`config.mk`:
```
export PLATFORM = sky130hd
export DESIGN_NAME = sargantana_itag_ctrl
export DESIGN_NICKNAME = d
export VERILOG_FILES = /design/src/rtl/sargantana_icache_pkg.sv /design/src/rtl/sargantana_icache_repl.sv /design/src/rtl/sargantana_itag_ctrl.sv
export SDC_FILE = /design/constraint.sdc
export NUM_CORES = 1
export LEC_CHECK = 0
export CORE_MARGIN = 2
export CORE_UTILIZATION = 38
export CTS_CLUSTER_DIAMETER = 100
export DETAILED_ROUTE_END_ITERATION = 10
export PLACE_DENSITY = 0.94
export SLEW_MARGIN = 10
export SYNTH_ARGS = -nofsm -noshare
export SYNTH_HDL_FRONTEND = slang
export SYNTH_SLANG_ARGS = --single-unit
```
`constraint.sdc`:
```
create_clock -name clk_i -period 3.1 [get_ports clk_i]
set_clock_uncertainty 0.1 [all_clocks]
set_input_delay 0.62 -clock clk_i [delete_from_list [all_inputs] [get_ports clk_i]]
set_output_delay 0.62 -clock clk_i [all_outputs]
set_load 0.02 [all_outputs]
```
`src/rtl/sargantana_icache_pkg.sv`:
```
// Shared instruction-cache parameters, state encoding and helpers for the tag controller.
// Replacement policy selection macro: SARGANTANA_ITAG_LFSR_REPL_EN (consumed by sargantana_icache_repl).
package sargantana_icache_pkg;

  localparam int ICACHE_N_WAY   = 4;
  localparam int TAG_WIDHT      = 8;
  localparam int TAG_ADDR_WIDHT = 6;
  localparam int WAY_IDX_W      = $clog2(ICACHE_N_WAY);

  typedef logic [WAY_IDX_W-1:0] way_idx_t;

  typedef enum logic [2:0] {
    IDLE,
    LOOKUP,
    REFILL,
    FLUSH,
    FLUSH_WAIT
  } itag_ctrl_state_t;

  function automatic logic [ICACHE_N_WAY-1:0] way_onehot(input way_idx_t idx);
    logic [ICACHE_N_WAY-1:0] oh;
    oh      = '0;
    oh[idx] = 1'b1;
    return oh;
  endfunction

endpackage

```
`src/rtl/sargantana_icache_repl.sv`:
```
// Replacement pointer: round-robin counter by default, 8-bit Fibonacci LFSR when
// SARGANTANA_ITAG_LFSR_REPL_EN is defined. Advances once per refill.
module sargantana_icache_repl
  import sargantana_icache_pkg::*;
(
  input  logic     clk_i,
  input  logic     rst_i,
  input  logic     advance_i,
  output way_idx_t way_o
);

`ifdef SARGANTANA_ITAG_LFSR_REPL_EN
  logic [7:0] lfsr_q, lfsr_d;

  // Taps 8,6,5,4 counted from 1 at the LSB.
  always_comb begin
    lfsr_d = lfsr_q;
    if (advance_i) lfsr_d = {lfsr_q[6:0], lfsr_q[7] ^ lfsr_q[5] ^ lfsr_q[4] ^ lfsr_q[3]};
  end

  always_ff @(posedge clk_i) begin
    if (rst_i) lfsr_q <= 8'hA5;
    else       lfsr_q <= lfsr_d;
  end

  assign way_o = lfsr_q[WAY_IDX_W-1:0];
`else
  way_idx_t cnt_q, cnt_d;

  always_comb begin
    cnt_d = cnt_q;
    if (advance_i) cnt_d = (cnt_q == way_idx_t'(ICACHE_N_WAY - 1)) ? '0 : cnt_q + 1'b1;
  end

  // NOTE: clocked state uses non-blocking assignments so every flop samples pre-edge values.
  always_ff @(posedge clk_i) begin
    if (rst_i) cnt_q <= '0;
    else       cnt_q <= cnt_d;
  end

  assign way_o = cnt_q;
`endif

endmodule

```
`src/rtl/sargantana_itag_ctrl.sv`:
```
// Instruction-cache tag controller: sequences lookups, refills and whole-array flushes.
// Define SARGANTANA_ITAG_LFSR_REPL_EN to select the LFSR replacement pointer.
module sargantana_itag_ctrl
  import sargantana_icache_pkg::*;
(
  input  logic                                    clk_i,
  input  logic                                    rst_i,
  input  logic                                    lookup_valid_i,
  output logic                                    lookup_ready_o,
  input  logic [TAG_ADDR_WIDHT-1:0]               lookup_idx_i,
  input  logic [TAG_WIDHT-1:0]                    lookup_tag_i,
  output logic                                    resp_valid_o,
  output logic                                    resp_hit_o,
  output logic [ICACHE_N_WAY-1:0]                 resp_way_o,
  input  logic                                    refill_valid_i,
  output logic                                    refill_ready_o,
  input  logic [TAG_ADDR_WIDHT-1:0]               refill_idx_i,
  input  logic [TAG_WIDHT-1:0]                    refill_tag_i,
  input  logic                                    flush_req_i,
  output logic                                    flush_done_o,
  output logic [ICACHE_N_WAY-1:0]                 tag_req_o,
  output logic                                    tag_we_o,
  output logic                                    tag_vbit_o,
  output logic                                    tag_flush_o,
  output logic [TAG_WIDHT-1:0]                    tag_data_o,
  output logic [TAG_ADDR_WIDHT-1:0]               tag_addr_o,
  input  logic [ICACHE_N_WAY-1:0][TAG_WIDHT-1:0]  tag_way_i,
  input  logic [ICACHE_N_WAY-1:0]                 tag_vbit_i
);

  itag_ctrl_state_t          state_q, state_d;
  logic [TAG_WIDHT-1:0]      tag_q;
  way_idx_t                  victim_q, victim_d;
  logic                      flush_done_q;
  logic                      flush_armed_q;
  logic                      lookup_fire;
  logic [ICACHE_N_WAY-1:0]   match;
  way_idx_t                  repl_way;

  sargantana_icache_repl u_repl (
    .clk_i     (clk_i),
    .rst_i     (rst_i),
    .advance_i ((state_q == REFILL) && !rst_i),
    .way_o     (repl_way)
  );

  // Lowest invalid way wins; the replacement pointer is used only when every way is valid.
  always_comb begin
    victim_d = repl_way;
    match    = '0;
    for (int w = ICACHE_N_WAY - 1; w >= 0; w--) begin
      if (!tag_vbit_i[w]) victim_d = way_idx_t'(w);
    end
    for (int w = 0; w < ICACHE_N_WAY; w++) begin
      match[w] = tag_vbit_i[w] && (tag_way_i[w] == tag_q);
    end
  end

  // NOTE: every combinational output gets a default first, so no path can infer a latch.
  always_comb begin
    state_d        = state_q;
    lookup_fire    = 1'b0;
    lookup_ready_o = 1'b0;
    refill_ready_o = 1'b0;
    resp_valid_o   = 1'b0;
    resp_hit_o     = 1'b0;
    resp_way_o     = '0;
    tag_req_o      = '0;
    tag_we_o       = 1'b0;
    tag_vbit_o     = 1'b0;
    tag_flush_o    = 1'b0;
    tag_data_o     = '0;
    tag_addr_o     = '0;
    if (!rst_i) begin
      unique case (state_q)
        IDLE, LOOKUP: begin
          if (state_q == LOOKUP) begin
            resp_valid_o = 1'b1;
            resp_way_o   = match;
            resp_hit_o   = |match;
          end
          lookup_ready_o = !flush_req_i && !refill_valid_i;
          refill_ready_o = !flush_req_i;
          // A held flush request stalls everything until it drops and can re-arm.
          if (flush_req_i)         state_d = flush_armed_q ? FLUSH : IDLE;
          else if (refill_valid_i) state_d = REFILL;
          else if (lookup_valid_i) begin
            state_d     = LOOKUP;
            lookup_fire = 1'b1;
            tag_req_o   = '1;
            tag_addr_o  = lookup_idx_i;
          end else                 state_d = IDLE;
        end
        REFILL: begin
          tag_req_o  = way_onehot(victim_q);
          tag_we_o   = 1'b1;
          tag_vbit_o = 1'b1;
          tag_data_o = refill_tag_i;
          tag_addr_o = refill_idx_i;
          state_d    = IDLE;
        end
        FLUSH: begin
          tag_flush_o = 1'b1;
          state_d     = FLUSH_WAIT;
        end
        FLUSH_WAIT: state_d = IDLE;
        default:    state_d = IDLE;
      endcase
    end
  end

  always_ff @(posedge clk_i) begin
    if (rst_i) begin
      state_q       <= IDLE;
      tag_q         <= '0;
      victim_q      <= '0;
      flush_done_q  <= 1'b0;
      flush_armed_q <= 1'b1;
    end else begin
      state_q      <= state_d;
      flush_done_q <= (state_q == FLUSH_WAIT);
      if (lookup_fire) tag_q <= lookup_tag_i;
      if ((state_q == LOOKUP) && !(|match)) victim_q <= victim_d;
      if (state_d == FLUSH)  flush_armed_q <= 1'b0;
      else if (!flush_req_i) flush_armed_q <= 1'b1;
    end
  end

  assign flush_done_o = flush_done_q && !rst_i;

endmodule

```
==> results of run 1 <==
area by class of cell:
class	instances	share of cell area [%]
inverter	3	0.459
multi-input combinational	135	38.7
clock inverter	1	0.204
tap	46	2.35
sequential	17	13.9
timing repair buffer	111	43.5
clock buffer	3	0.918
worst reg2reg max path: stages, from the launching register on:
cell     delay, ns
dfxtp_1       0.49
xnor2_1       0.17
nand3_1       0.13
nor4_2        0.32
buf_4         0.16
nor4_2        0.04
buf_4         0.15
a311o_1       0.34
o31ai_1       0.06
through the flow:
step	utilization (%)	setup WS (ns)	total power, mW
after CTS	71.5	0.00159	0.587
after floorplan	-	0.542	0.336
after global placement	70.5	-0.160	0.465
after detailed placement	70.5	-0.195	0.472
after global routing	71.8	0.00755	0.617
final	71.8	0.0727	0.584
power by group:
group	internal, mW	switching [mW]	total, mW
Sequential	0.226	0.0120	0.238
Clock	0.0479	0.0730	0.121
Combinational	0.139	0.0856	0.225
metal layers:
| metal | part of all wire (%) | track usage, % | vias to the layer above |
|---|---|---|---|
| met4 | 1.3 | 6.65 | 0 |
| met5 | 0 | 0 | - |
| met3 | 5.9 | 4.75 | 6 |
| li1 | - | - | 777 |
| met1 | 41 | 23.2 | 685 |
| met2 | 51 | 36.7 | 55 |
state kept, by name (all words and copies together) (netlist names):
name / cells
state_q: 3
u_repl.way_o: 2
flush_done_q: 1
tag_q: 8
victim_q: 2
flush_armed_q: 1
logic make-up (layout without fill, tap and decap cells):
kind of cell,count (synthesis),count (layout),synth area share [%]
AOI/OAI and AO/OA,21,21,10.8
buffers and inverters,18,118,8.49
DFF,17,17,24.6
adders and majority gates,1,1,0.903
xor gates and xnor gates,32,32,20.2
muxes,8,8,5.78
and+or+nand+nor,73,73,29.2
repair_timing:
item	CTS	global route
resized for setup	18	11
pin swaps	1	0
buffers inserted	1	0
hold buffers	0	0
setup endpoints to repair	16	16
final timing paths:
kind                               startpoint          end  slack (ns)  cells past startpoint
worst max-delay path                    rst_i  tag_flush_o        0.07                      5
worst max register to register       tag_q[2]  victim_q[0]        1.09                      8
worst min-delay path            flush_armed_q   state_q[1]        0.39                      2
worst min register to register  flush_armed_q   state_q[1]        0.39                      2
cell usage after synthesis, types with 2 or more instances:
cell / count
nand2b_1: 2
o31ai_1: 2
clkbuf_1: 4
a311o_1: 2
nand4_1: 4
nor4_2: 2
buf_4: 7
buf_6: 3
nor3b_1: 2
o21ai_0: 2
nor3_1: 6
inv_1: 3
nor2_1: 24
nand2_1: 7
xnor2_1: 31
a21oi_1: 2
and2_1: 11
dfxtp_1: 17
a22o_1: 2
a22oi_1: 6
a31oi_1: 4
mux2i_1: 8
nand3_1: 4
==> flow_metrics.py, run 1 <==
metrics = {
    "synthesis": {
        "synth_enable_flop_cells": 0,
        "mappedNetlistArea_um2": 1390,
        "sequential_share_of_the_synthesized_area_pct": 24.6,
        "post_synth.cell_area_avg_um2": 8.15,
        "ys_ff_latch": 17,
        "dominantRegCellSynth": "dfxtp_1",
        "yosysWarningCount": 0,
        "synth_area_leaders": "dfxtp_1, xnor2_1, nor2_1",
        "synthArstFlopShare_pct": 0,
        "synthesis.instances": 170,
        "netlist.area_leader.share_pct": 24.6,
        "synth_nets": 240,
        "synth.largest_area_cell": "dfxtp_1",
        "synthDistinctLibCells": 38,
    },
    "routing": {
        "remaining_routing_drc_violations": 0,
        "wl_per_instance_um": 13.2,
        "route.vias.total": 1523,
        "count_of_nets_left_with_antenna_violations_after_detail_routing": 0,
        "dr.first_iter.drc_count": 46,
        "route.detailed.vias_per_inst": 4.82,
        "drt_pre_antenna_iters": 5,
        "totalWireLength_um": 4160,
    },
    "cells_and_area": {
        "design.final.nets": 341,
        "top_library_cells_by_usage_in_the_layout_fill_and_taps_aside": "clkdlybuf4s50_1, xnor2_1, nor2_1, dfxtp_1, buf_4",
        "multi_input_area_um2": 948,
        "postLayoutCellArea_um2": 2450,
        "regArea_um2": 340,
        "num_antenna_cells": 0,
        "syn2layout_area_growth_pct": 77.1,
        "drive_gt1_share_pct": 11.9,
        "stdcell_count": 316,
        "layout.cells.most_common": "clkdlybuf4s50_1",
        "filler_cell_count": 283,
    },
    "sta": {
        "slew-limit-headroom_pct": 58.3,
        "hold_viol": 0,
        "fmax_ghz": 0.330,
        "fin_crit_sh_pct": 97.7,
        "report.final.setup_viol": 0,
        "layout_min_cycle_time_ns": 3.03,
        "rsz0062_at_grt": "false",
        "timing.setup.tns_ns": 0,
        "worst_slew_pin_slew_ns": 0.623,
        "report.final.slew_viol_count": 0,
        "hold_slack_ns": 0.391,
    },
    "power_and_ir_drop": {
        "vdd_drop_max_uv": 186,
        "p_per_area_nw_per_um2": 238,
        "power.static_leakage_nw": 1.05,
    },
    "critical_path": {
        "critPathMaxStageDelay_ns": 0.64,
        "timing.critical_path.buf_inv": 4,
        "critical_path_peak_fanout": 11,
        "start_kind": "input port",
        "critical_path.endpoint_type": "primary output",
        "slowest_cell_on_crit_path": "clkdlybuf4s50_1",
        "crit_required_ns": 2.38,
        "crit_type": "input port to primary output",
        "crit_family": "buffers and inverters",
        "cell_chain_of_the_critical_path": "clkdlybuf4s50_1, buf_4, buf_4, nor3b_1, clkdlybuf4s50_1",
        "arrival_ns": 2.31,
    },
    "die": {
        "ios": 99,
        "placementRows": 21,
        "start_util_pct": 40.5,
        "placeableCoreArea_um2": 3420,
        "die_h_um": 64.4,
        "design.die.area_um2": 4140,
        "die_w_um": 64.4,
    },
    "min_path": {
        "hp-class": "register to register",
    },
    "place": {
        "hpwl_um": 3470,
        "place.gp.congestion": 0.805,
        "place.port_buffers": 98,
        "placed_area_um2": 2410,
        "post-place-cells": 311,
    },
    "grt": {
        "grt_max_degree": 13,
        "globalRouteTotalUtil_pct": 20.3,
        "grt_overflow_total": 0,
        "first_global_vias": 1549,
        "antenna_violations_before_repair": 0,
        "grt_first_pass_wirelength_um": 6670,
    },
    "cts": {
        "tritoncts.num_buffers": 3,
        "clock_root_buffer_master": "clkbuf_4",
        "clock_latency_on_the_worst_skew_pair_ns": 0.29,
        "max-clock-path-buffers": 2,
        "h_tree_depth": 1,
        "clock-sinks": 17,
        "path_clk_slew_ns": 0.10,
        "cts_tree": "built",
    },
    "flow_run": {
        "max-cap-violations": 0,
    },
    "outcome": {
        "run_status": "completed",
    },
}
Power figures use the tool's default switching activity.
==> inputs of run 2 (changes only) <==
- GPL_TIMING_DRIVEN: not set -> 0
==> run 2 against run 1 <==
Against the previous run:
- critical path depth down 1
- largest cell class unchanged
- highest routed layer unchanged
- register-to-register slack better by 0.05 ns
- largest power group is now combinational cells
- critical path type unchanged
- non-clock buffer count up 5
==> flow_metrics.py, run 2 (same netlist as run 1, synthesis figures left out) <==
metrics = {
    "sta": {
        "report.final.slew_viol_count": 0,
        "worst_slew_pin_slew_ns": 0.426,
        "rsz0062_at_grt": "false",
        "fmax_ghz": 0.332,
        "report.final.setup_viol": 0,
        "timing.setup.tns_ns": 0,
        "layout_min_cycle_time_ns": 3.01,
        "fin_crit_sh_pct": 97.2,
        "hold_slack_ns": 0.375,
        "hold_viol": 0,
        "slew-limit-headroom_pct": 71.6,
    },
    "cts": {
        "path_clk_slew_ns": 0.10,
        "cts_tree": "built",
        "clock_root_buffer_master": "clkbuf_4",
        "max-clock-path-buffers": 2,
        "h_tree_depth": 1,
        "tritoncts.num_buffers": 3,
        "clock_latency_on_the_worst_skew_pair_ns": 0.30,
        "clock-sinks": 17,
        "holdBufCountCts": 0,
    },
    "grt": {
        "grt_overflow_total": 0,
        "first_global_vias": 1472,
        "antenna_violations_before_repair": 0,
        "grt_max_degree": 12,
        "grt_first_pass_wirelength_um": 6600,
        "globalRouteTotalUtil_pct": 19.9,
    },
    "die": {
        "die_w_um": 64.4,
        "ios": 99,
        "start_util_pct": 40.5,
        "die_h_um": 64.4,
        "placeableCoreArea_um2": 3420,
        "placementRows": 21,
        "design.die.area_um2": 4140,
    },
    "cells_and_area": {
        "drive_gt1_share_pct": 16.7,
        "stdcell_count": 321,
        "largest_register": "tag_q",
        "num_antenna_cells": 0,
        "biggestRegsByFlops": "tag_q x8, state_q x3",
        "largest_reg_flops": 8,
        "design.final.nets": 346,
        "top_library_cells_by_usage_in_the_layout_fill_and_taps_aside": "clkdlybuf4s50_1, xnor2_1, nor2_1, dfxtp_1, and2_1",
        "final_util_pct": 73.1,
        "syn2layout_area_growth_pct": 80.3,
        "layout.cells.most_common": "clkdlybuf4s50_1",
    },
    "critical_path": {
        "critical_path.endpoint_type": "primary output",
        "timing.rr.end": "victim_q[1]",
        "critPathMaxStageDelay_ns": 0.64,
        "timing.critical_path.buf_inv": 2,
        "critical_path_peak_fanout": 5,
        "timing.critical_path.mode_cell": "clkdlybuf4s50_1",
        "cell_chain_of_the_critical_path": "clkdlybuf4s50_1, or3_4, nor3_1, clkdlybuf4s50_1",
        "arrival_ns": 2.29,
        "depth_of_the_worst_register_to_register_path": 8,
        "crit_required_ns": 2.38,
        "r2r_start": "tag_q[6]",
        "crit_type": "input port to primary output",
        "start_kind": "input port",
        "timing.reg2reg.setup_slack_ns": 1.14,
        "crit_family": "buffers and inverters",
        "slowest_cell_on_crit_path": "clkdlybuf4s50_1",
    },
    "power_and_ir_drop": {
        "p_per_area_nw_per_um2": 237,
        "total_power_uw": 592,
        "power.static_leakage_nw": 1.14,
        "vdd_drop_max_uv": 312,
    },
    "min_path": {
        "holdPathEnd": "state_q[0]",
        "hp-class": "register to register",
        "worst_hold_path.num_cells": 2,
        "hold_start": "flush_armed_q",
    },
    "place": {
        "post-place-cells": 314,
        "hpwl_um": 3270,
        "place.port_buffers": 98,
        "place.gp.congestion": 0.776,
    },
    "outcome": {
        "run_status": "completed",
    },
    "routing": {
        "drt_pre_antenna_iters": 4,
        "route.detailed.vias_per_inst": 4.74,
        "wl_per_instance_um": 12.8,
        "route.vias.total": 1521,
        "count_of_nets_left_with_antenna_violations_after_detail_routing": 0,
        "totalWireLength_um": 4110,
        "remaining_routing_drc_violations": 0,
        "dr.first_iter.drc_count": 42,
    },
    "flow_run": {
        "max-cap-violations": 0,
    },
}
==> run 2: area by class of cell <==
class | instances | area, um2
Buffer | 15 | 113
Inverter | 3 | 11.3
Multi-Input combinational cell | 135 | 970
Tap cell | 46 | 57.6
Fill cell | 274 | 918
Sequential cell | 17 | 342
Clock buffer | 4 | 26.3
Timing Repair Buffer | 101 | 978
==> run 2: what timing repair did <==
item,4_1_cts,5_1_grt
gates resized for setup,38,32
setup buffers,2,1
setup endpoints to repair,27,22
pin swaps,2,3
==> run 2: tightest hold or removal path, cell delays in order (launching register included) <==
cell and delay, ns:
dfxtp_1 0.32, nand2_1 0.07, a21oi_1 0.06
==> run 2: how the worst max path moves through the flow <==
stage / from / to / depth (start not counted) / slack, ns
2_1_floorplan: refill_valid_i / tag_addr_o[0] / 4 / 0.54
3_3_place_gp: flush_req_i / tag_addr_o[0] / 6 / -0.54
3_5_place_dp: flush_req_i / tag_addr_o[2] / 6 / -0.59
4_1_cts: flush_req_i / tag_req_o[0] / 7 / 0.006
5_1_grt: rst_i / tag_data_o[4] / 5 / 0.01
6_report: rst_i / lookup_ready_o / 4 / 0.09
==> run 2: metal layers <==
metal  wire length (um)  up-vias  part of all wire [%]  GRT usage, %
met5                  0        -                     0             0
met4                 10        0                  0.24          3.46
met3                245        2                   6.0          5.81
met2               2010       54                    49          34.0
met1               1840      680                    45          25.1
li1                   -      785                     -             -
==> run 2: report_power, final <==
group | leakage (nW) | internal [mW] | switching [mW] | total, mW
combinational | 0.983 | 0.139 | 0.0943 | 0.234
sequential | 0.138 | 0.226 | 0.00661 | 0.233
clock | 0.0150 | 0.0502 | 0.0754 | 0.126
total | 1.14 | 0.416 | 0.176 | 0.592
==> run 2: per-stage QoR <==
step	instance area (um2)	setup WS (ns)
6_report	2500	0.0854
5_1_grt	2500	0.00962
4_1_cts	2500	0.00618
3_5_place_dp	2420	-0.587
3_3_place_gp	2420	-0.537
2_1_floorplan	1390	0.542
